**src/rtl/pipeline_hazard_unit_pkg.sv**
```systemverilog
// Shared types and helpers for the pipelined core's hazard/forwarding unit.
//   tag_entry_t   : destination tag of one instruction in a post-E stage
//   PC_REG        : architectural PC register, which is never forwarded
//   fwd_sel_width : width of one forward-select field for n tracked stages
package hazard_pkg;

    // Width of the register address held in a tag. Keep it equal to the
    // unit's REG_AW.
    localparam int TAG_AW = 4;

    localparam logic [3:0] PC_REG = 4'd15;

    typedef struct packed {
        logic              valid;
        logic              regwrite;
        logic              memtoreg;
        logic              pcsrc;
        logic [TAG_AW-1:0] wa;
    } tag_entry_t;

    // Select values 0..n: 0 means regfile, k means forward from stage k.
    function automatic int fwd_sel_width(input int n);
        return $clog2(n + 1);
    endfunction

endpackage

```
**src/rtl/pipeline_hazard_unit_if.sv**
```systemverilog
// Datapath <-> hazard unit signal bundle.
//   master : datapath side. It drives the E/D instruction info and receives
//            the selects, stalls and flushes.
//   slave  : hazard unit side.
//   ra_e/ra_d pack operand i at [i*REG_AW +: REG_AW], and fwd_sel packs
//   operand i at [i*SW +: SW].
interface pipeline_hazard_unit_if
    import hazard_pkg::*;
#(
    parameter int REG_AW = 4,
    parameter int N_SRC  = 2,
    parameter int N_FWD  = 2,
    parameter int CNT_W  = 16
);
    localparam int SW = fwd_sel_width(N_FWD);

    logic                      valid_e;
    logic                      regwrite_e;
    logic                      memtoreg_e;
    logic                      pcsrc_e;
    logic [REG_AW-1:0]         wa_e;
    logic [N_SRC*REG_AW-1:0]   ra_e;
    logic [N_SRC*REG_AW-1:0]   ra_d;
    logic [N_SRC-1:0]          src_used_d;
    logic                      pcsrc_d;
    logic                      branch_taken_e;
    logic [N_SRC*SW-1:0]       fwd_sel;
    logic                      stall_f;
    logic                      stall_d;
    logic                      flush_d;
    logic                      flush_e;
    logic                      pcsrc_w;
    logic [CNT_W-1:0]          ldstall_cnt;

    modport master (
        output valid_e, regwrite_e, memtoreg_e, pcsrc_e, wa_e, ra_e, ra_d,
               src_used_d, pcsrc_d, branch_taken_e,
        input  fwd_sel, stall_f, stall_d, flush_d, flush_e, pcsrc_w, ldstall_cnt
    );

    modport slave (
        input  valid_e, regwrite_e, memtoreg_e, pcsrc_e, wa_e, ra_e, ra_d,
               src_used_d, pcsrc_d, branch_taken_e,
        output fwd_sel, stall_f, stall_d, flush_d, flush_e, pcsrc_w, ldstall_cnt
    );

endinterface

```
**src/rtl/pipeline_hazard_unit_tag_pipe.sv**
```systemverilog
// N-deep shift register of destination tags for the post-E stages
// (entry 1 = M ... entry N = W). It shifts every clock because M/W never
// stall.
//   clk, reset : clock, async active-low clear (all entries invalid)
//   ent_i      : tag of the instruction leaving E
//   pipe_o     : current entries, index 1 youngest
module hazard_tag_pipe
    import hazard_pkg::*;
#(
    parameter int N = 2
) (
    input  logic                  clk,
    input  logic                  reset,
    input  tag_entry_t            ent_i,
    output tag_entry_t [N:1]      pipe_o
);
    tag_entry_t [N:1] pipe_q, pipe_d;

    always_comb begin
        pipe_d    = pipe_q;
        pipe_d[1] = ent_i;
        for (int k = 2; k <= N; k++) pipe_d[k] = pipe_q[k-1];
    end

    always_ff @(posedge clk or negedge reset) begin
        if (!reset) pipe_q <= '0;
        else        pipe_q <= pipe_d;
    end

    assign pipe_o = pipe_q;

endmodule

```
**src/rtl/pipeline_hazard_unit.sv**
```systemverilog
// Hazard/forwarding controller for the pipelined ARM core.
//   clk, reset : core clock, async active-low reset (all outputs forced 0 while low)
//   hz         : slave side of pipeline_hazard_unit_if
//                inputs : E/D instruction info, branch resolution
//                outputs: per-operand forward selects, stall/flush controls,
//                         pcsrc_w, saturating load-use stall counter
// All outputs except ldstall_cnt are combinational (zero-cycle latency).
module pipeline_hazard_unit
    import hazard_pkg::*;
#(
    parameter int REG_AW     = 4,
    parameter int N_SRC      = 2,
    parameter int N_FWD      = 2,
    parameter int LOAD_STAGE = 2,
    parameter int CNT_W      = 16
) (
    input  logic                   clk,
    input  logic                   reset,
    pipeline_hazard_unit_if.slave  hz
);
    localparam int SW = fwd_sel_width(N_FWD);
    localparam logic [REG_AW-1:0] PC_A = REG_AW'(PC_REG);

    tag_entry_t           ent_in;
    tag_entry_t [N_FWD:1] pipe;

    // Control bits are qualified by valid so a flushed E slot never creates a
    // candidate downstream.
    always_comb begin
        ent_in          = '0;
        ent_in.valid    = hz.valid_e;
        ent_in.regwrite = hz.regwrite_e & hz.valid_e;
        ent_in.memtoreg = hz.memtoreg_e & hz.valid_e;
        ent_in.pcsrc    = hz.pcsrc_e & hz.valid_e;
        ent_in.wa       = TAG_AW'(hz.wa_e);
    end

    hazard_tag_pipe #(.N(N_FWD)) u_tag_pipe (
        .clk    (clk),
        .reset  (reset),
        .ent_i  (ent_in),
        .pipe_o (pipe)
    );

    logic [N_SRC-1:0][SW-1:0] fwd_c;
    logic [N_SRC-1:0]         lu_vec;
    logic [N_SRC-1:0]         early_vec;

    for (genvar i = 0; i < N_SRC; i++) begin : g_src
        logic [REG_AW-1:0] ra_e, ra_d;
        logic [SW-1:0]     sel;
        logic              lu, early;

        assign ra_e = hz.ra_e[i*REG_AW +: REG_AW];
        assign ra_d = hz.ra_d[i*REG_AW +: REG_AW];

        // Walk from oldest to youngest so the youngest match wins.
        // Load results only become candidates once the data exists
        // (k >= LOAD_STAGE).
        always_comb begin
            sel   = '0;
            early = 1'b0;
            for (int k = N_FWD; k >= 1; k--) begin
                if (pipe[k].valid && pipe[k].regwrite && ra_e != PC_A &&
                    pipe[k].wa[REG_AW-1:0] == ra_e) begin
                    if (!pipe[k].memtoreg || k >= LOAD_STAGE) sel = SW'(k);
                    else                                      early = hz.valid_e;
                end
            end
        end

        // A load at position p (0 = E) is still too young to forward when its
        // dependant reaches E one cycle later, i.e. when p+1 < LOAD_STAGE.
        always_comb begin
            lu = 1'b0;
            if (hz.src_used_d[i] && ra_d != PC_A) begin
                if (1 < LOAD_STAGE && hz.valid_e && hz.regwrite_e &&
                    hz.memtoreg_e && hz.wa_e == ra_d) lu = 1'b1;
                for (int k = 1; k <= N_FWD; k++) begin
                    if (k + 1 < LOAD_STAGE && pipe[k].valid && pipe[k].regwrite &&
                        pipe[k].memtoreg && pipe[k].wa[REG_AW-1:0] == ra_d) lu = 1'b1;
                end
            end
        end

        assign fwd_c[i]     = sel;
        assign lu_vec[i]    = lu;
        assign early_vec[i] = early;
    end

    logic ldstall, pc_pend, pcsrc_w_c;

    assign ldstall = |lu_vec;

    always_comb begin
        pc_pend = hz.pcsrc_d | (hz.pcsrc_e & hz.valid_e);
        for (int k = 1; k < N_FWD; k++) pc_pend = pc_pend | pipe[k].pcsrc;
    end

    assign pcsrc_w_c = pipe[N_FWD].pcsrc;

    // Reset gates every combinational output so a stall drops immediately.
    assign hz.fwd_sel = reset ? fwd_c : '0;
    assign hz.stall_f = reset & (ldstall | pc_pend);
    assign hz.stall_d = reset & ldstall;
    assign hz.flush_d = reset & (pc_pend | pcsrc_w_c | hz.branch_taken_e);
    assign hz.flush_e = reset & (ldstall | hz.branch_taken_e);
    assign hz.pcsrc_w = reset & pcsrc_w_c;

    logic [CNT_W-1:0] cnt_q, cnt_d;

    always_comb begin
        cnt_d = cnt_q;
        if (ldstall && cnt_q != '1) cnt_d = cnt_q + 1'b1;
    end

    always_ff @(posedge clk or negedge reset) begin
        if (!reset) cnt_q <= '0;
        else        cnt_q <= cnt_d;
    end

    assign hz.ldstall_cnt = cnt_q;

    // The stall logic must keep any live E operand off a load that cannot
    // forward yet.
    a_no_early_load: assert property (@(posedge clk) disable iff (!reset) early_vec == '0);

endmodule

```
**src/flat_wrapper.sv**
```systemverilog
// flat-port wrapper written by rule: the top's interface ports become plain ports
module pipeline_hazard_unit_flat import hazard_pkg::*;
#(
    parameter int REG_AW     = 4,
    parameter int N_SRC      = 2,
    parameter int N_FWD      = 2,
    parameter int LOAD_STAGE = 2,
    parameter int CNT_W      = 16
)
  (clk, reset, hz_valid_e, hz_regwrite_e, hz_memtoreg_e, hz_pcsrc_e, hz_wa_e, hz_ra_e, hz_ra_d, hz_src_used_d, hz_pcsrc_d, hz_branch_taken_e, hz_fwd_sel, hz_stall_f, hz_stall_d, hz_flush_d, hz_flush_e, hz_pcsrc_w, hz_ldstall_cnt);
  pipeline_hazard_unit_if #(.REG_AW(REG_AW), .N_SRC(N_SRC), .N_FWD(N_FWD), .CNT_W(CNT_W)) hz_i ();
  input  logic clk;
  input  logic reset;
  input wire logic [$bits(hz_i.valid_e)-1:0] hz_valid_e;
  input wire logic [$bits(hz_i.regwrite_e)-1:0] hz_regwrite_e;
  input wire logic [$bits(hz_i.memtoreg_e)-1:0] hz_memtoreg_e;
  input wire logic [$bits(hz_i.pcsrc_e)-1:0] hz_pcsrc_e;
  input wire logic [$bits(hz_i.wa_e)-1:0] hz_wa_e;
  input wire logic [$bits(hz_i.ra_e)-1:0] hz_ra_e;
  input wire logic [$bits(hz_i.ra_d)-1:0] hz_ra_d;
  input wire logic [$bits(hz_i.src_used_d)-1:0] hz_src_used_d;
  input wire logic [$bits(hz_i.pcsrc_d)-1:0] hz_pcsrc_d;
  input wire logic [$bits(hz_i.branch_taken_e)-1:0] hz_branch_taken_e;
  output wire logic [$bits(hz_i.fwd_sel)-1:0] hz_fwd_sel;
  output wire logic [$bits(hz_i.stall_f)-1:0] hz_stall_f;
  output wire logic [$bits(hz_i.stall_d)-1:0] hz_stall_d;
  output wire logic [$bits(hz_i.flush_d)-1:0] hz_flush_d;
  output wire logic [$bits(hz_i.flush_e)-1:0] hz_flush_e;
  output wire logic [$bits(hz_i.pcsrc_w)-1:0] hz_pcsrc_w;
  output wire logic [$bits(hz_i.ldstall_cnt)-1:0] hz_ldstall_cnt;
  assign hz_i.valid_e = hz_valid_e;
  assign hz_i.regwrite_e = hz_regwrite_e;
  assign hz_i.memtoreg_e = hz_memtoreg_e;
  assign hz_i.pcsrc_e = hz_pcsrc_e;
  assign hz_i.wa_e = hz_wa_e;
  assign hz_i.ra_e = hz_ra_e;
  assign hz_i.ra_d = hz_ra_d;
  assign hz_i.src_used_d = hz_src_used_d;
  assign hz_i.pcsrc_d = hz_pcsrc_d;
  assign hz_i.branch_taken_e = hz_branch_taken_e;
  assign hz_fwd_sel = hz_i.fwd_sel;
  assign hz_stall_f = hz_i.stall_f;
  assign hz_stall_d = hz_i.stall_d;
  assign hz_flush_d = hz_i.flush_d;
  assign hz_flush_e = hz_i.flush_e;
  assign hz_pcsrc_w = hz_i.pcsrc_w;
  assign hz_ldstall_cnt = hz_i.ldstall_cnt;
  pipeline_hazard_unit #(.REG_AW(REG_AW), .N_SRC(N_SRC), .N_FWD(N_FWD), .LOAD_STAGE(LOAD_STAGE), .CNT_W(CNT_W)) u_core (.clk(clk), .reset(reset), .hz(hz_i));
endmodule
```
**config.mk**
```make
export PLATFORM = sky130hd
export DESIGN_NAME = pipeline_hazard_unit_flat
export DESIGN_NICKNAME = d
export VERILOG_FILES = /design/src/rtl/pipeline_hazard_unit_pkg.sv /design/src/rtl/pipeline_hazard_unit_if.sv /design/src/rtl/pipeline_hazard_unit_tag_pipe.sv /design/src/rtl/pipeline_hazard_unit.sv /design/src/flat_wrapper.sv
export SDC_FILE = /design/constraint.sdc
export NUM_CORES = 1
export LEC_CHECK = 0
export CAP_MARGIN = 20
export CORE_AREA = 2 2 64 66
export DETAILED_ROUTE_END_ITERATION = 8
export DIE_AREA = 0 0 66 68
export PLACE_DENSITY = 0.73
export REMOVE_ABC_BUFFERS = 1
export SLEW_MARGIN = 20
export SYNTH_ARGS = -nofsm -noshare
export SYNTH_HDL_FRONTEND = slang
export SYNTH_SLANG_ARGS = --single-unit
```
**constraint.sdc**
```tcl
create_clock -name clk -period 2.4 [get_ports clk]
set_clock_uncertainty 0.1 [all_clocks]
set_input_delay 0.36 -clock clk [delete_from_list [all_inputs] [get_ports clk]]
set_output_delay 0.36 -clock clk [all_outputs]
set_load 0.03 [all_outputs]
```
==> flow_summary.ini <==
[placement]
place.port_buffers = 54
dp_hpwl_um = 2980
post_dp_cell_area_sq_um = 2260
dp_cells = 254
gp_congestion = 0.825

[cells_and_area]
antenna_cells = 0
fin_area_sq_um = 2360
fin_nets = 242
fin_cells = 262
drive_gt1_frac = 0.151
syn_to_final_growth_pct = 44.3

[yosys]
yosys_warnings = 0
yosysTopAreaCellShare = 0.474
synth_top_area_cell = dfrtp_1
avgSynthCellArea_sq_um = 11.1
syn_area_sq_um = 1640
synth_seq_cells = 31
ys_seq_area_frac = 0.474
yosys-top-cells-area = dfrtp_1, xnor2_1, nand4_1
syn_inst = 147
ys_types = 31

[critical_path]
start_kind = input port
crit_type = input port to output pin
required_ns = 1.94
worst_setup_path_end_kind = output pin
crit_arrival_ns = 1.84
worst-path-max-fanout = 5

[clock_tree]
cts_tree = done
htree_levels = 2
clockRootBuffer = clkbuf_8
insertion_delay_ns = 0.28
clock_path_buffers = 2
cts_hold_buf = 0
clk_pin_slew_worst_paths_ns = 0.06
cts_buffers = 5
cts_resized = 0
clkSinkCount = 31
cts_setup_buffers = 0

[detailed_routing]
dr.pass1.iters = 4
vias = 1367
ant_nets = 0
drtIter0Drc = 33
wl_per_cell_um = 15.1
drc = 0
viasPerCell = 5.22
routed_wl_um = 3960

[floorplan]
std_cell_rows = 23
die_w_um = 66
die-height_um = 68
die_area_sq_um = 4490
io_pins = 55
core_area_sq_um = 3860
initial_core_util = 0.425

[grt]
grtUsageTotal = 0.187
grt_max_degree = 39
grt_pass1_wl_um = 6180
grt-ovfl-total = 0
antenna_found_initial = 0
first_global_vias = 1378

[timing]
setup_viol = 0
worstMarginPinSlew_ns = 0.440
relSlewSlack = 0.706
min_period_over_period = 0.960
layout_min_cycle_time_ns = 2.30
hold_viol = 0
holdWs_ns = 0.276
tns_ns = 0
slew_violations = 0
max_freq_mhz = 434

[pwr]
vdd_ir_drop_max_mv = 0.347
leakage_nw = 0.992
powerDensity_nw_per_um2 = 516

[worst_hold_path]
hp-class = flop to flop

[flow_run]
max_cap_viol_count = 0

[run_status]
status = finished, final reports clean
## kinds of logic (layout without fill, tap and decap cells)
group | count (synthesis) | after routing | share of synthesized area
and+or+nand+nor | 65 | 65 | 0.259
muxes | 3 | 3 | 0.0206
AOI/OAI and AO/OA | 11 | 11 | 0.0519
xor gates and xnor gates | 34 | 34 | 0.182
DFF | 31 | 31 | 0.474
adders and majority gates | 1 | 1 | 0.00764
buffers and inverters | 2 | 67 | 0.00534
## per-layer routing
| metal | wire length, um | vias up | global-route usage |
|---|---|---|---|
| met5 | 0 | - | 0 |
| met4 | 70 | 0 | 0.0714 |
| met1 | 1580 | 666 | 0.204 |
| met2 | 2120 | 37 | 0.341 |
| met3 | 193 | 9 | 0.0592 |
| li1 | - | 655 | - |
## cells in the mapped netlist
library cell / n
and2_1: 7
o21a_1: 2
a21oi_1: 2
nand3b_1: 2
nor2_1: 6
nor4_1: 1
xnor2_1: 25
o31a_1: 1
nand2_1: 8
nand3_1: 12
mux2_2: 3
and3_1: 4
o22ai_2: 1
nand3_2: 1
ha_1: 1
or3_4: 1
o21ai_0: 3
nand4_1: 13
xor2_1: 9
nor4b_4: 2
buf_2: 1
nand4_4: 1
and3_2: 1
inv_1: 1
dfrtp_1: 31
nor3b_2: 1
or3_1: 1
a21o_4: 1
a41oi_1: 1
and4_1: 1
nor3_1: 3
## sequential cells by signal, indices dropped and copies added, names as in the netlist
| register | count |
|---|---|
| u_core.u_tag_pipe.pipe_o | 15 |
| u_core.hz.ldstall_cnt | 16 |
## critical path: stages
cell and delay (ns):
clkdlybuf4s50_1 0.51, and3_1 0.21, nand4_1 0.17, o22ai_4 0.28, and2_1 0.16, buf_4 0.15
## final timing paths
check                                            start                            to  slack, ns  cells after the start
setup / recovery                            hz_valid_e                    hz_stall_d        0.1                      6
hold / removal             u_core.u_tag_pipe.pipe_o[4]  u_core.u_tag_pipe.pipe_o[12]       0.28                      0
setup reg to reg              u_core.hz.ldstall_cnt[0]     u_core.hz.ldstall_cnt[14]       0.54                      7
hold reg to reg            u_core.u_tag_pipe.pipe_o[4]  u_core.u_tag_pipe.pipe_o[12]       0.28                      0
max in group asynchronous                        reset      u_core.hz.ldstall_cnt[6]       1.46                      2
min in group asynchronous                        reset   u_core.u_tag_pipe.pipe_o[4]       0.42                      2
## placed cells by master, fill, tap and decap left out, drive strengths merged, types with 6 or more instances in the layout
cell type,instances
and2,7
dfrtp,31
nor2,6
xor2,9
nand4,14
clkdlybuf4s50,45
nand3,13
clkbuf,8
xnor2,25
nand2,8
buf,13
## power by group
part           leakage, nW  switching, W  internal, W
Combinational        0.542     0.0000980     0.000107
Clock               0.0515      0.000182     0.000261
Sequential           0.398     0.0000255     0.000546
Total                0.992      0.000305     0.000915
## per-stage QoR
stage / setup WS [ns] / util / power (W)
final: 0.0969 / 0.613 / 0.00122
after detailed placement: 0.0441 / 0.585 / 0.000785
after global routing: -0.0151 / 0.613 / 0.00128
after global placement: 0.0752 / 0.585 / 0.000775
after floorplan: 0.278 / - / 0.000666
after CTS: 0.0474 / 0.611 / 0.00123
## area by class of cell
| cell class | instances | area [sq um] |
|---|---|---|
| clock buffer | 8 | 100 |
| fill | 334 | 1490 |
| inverter | 1 | 3.75 |
| multi-input combinational | 114 | 861 |
| sequential | 31 | 776 |
| tap | 50 | 62.6 |
| timing repair buffer | 58 | 561 |
No activity file was read; power rests on OpenSTA's default activity.
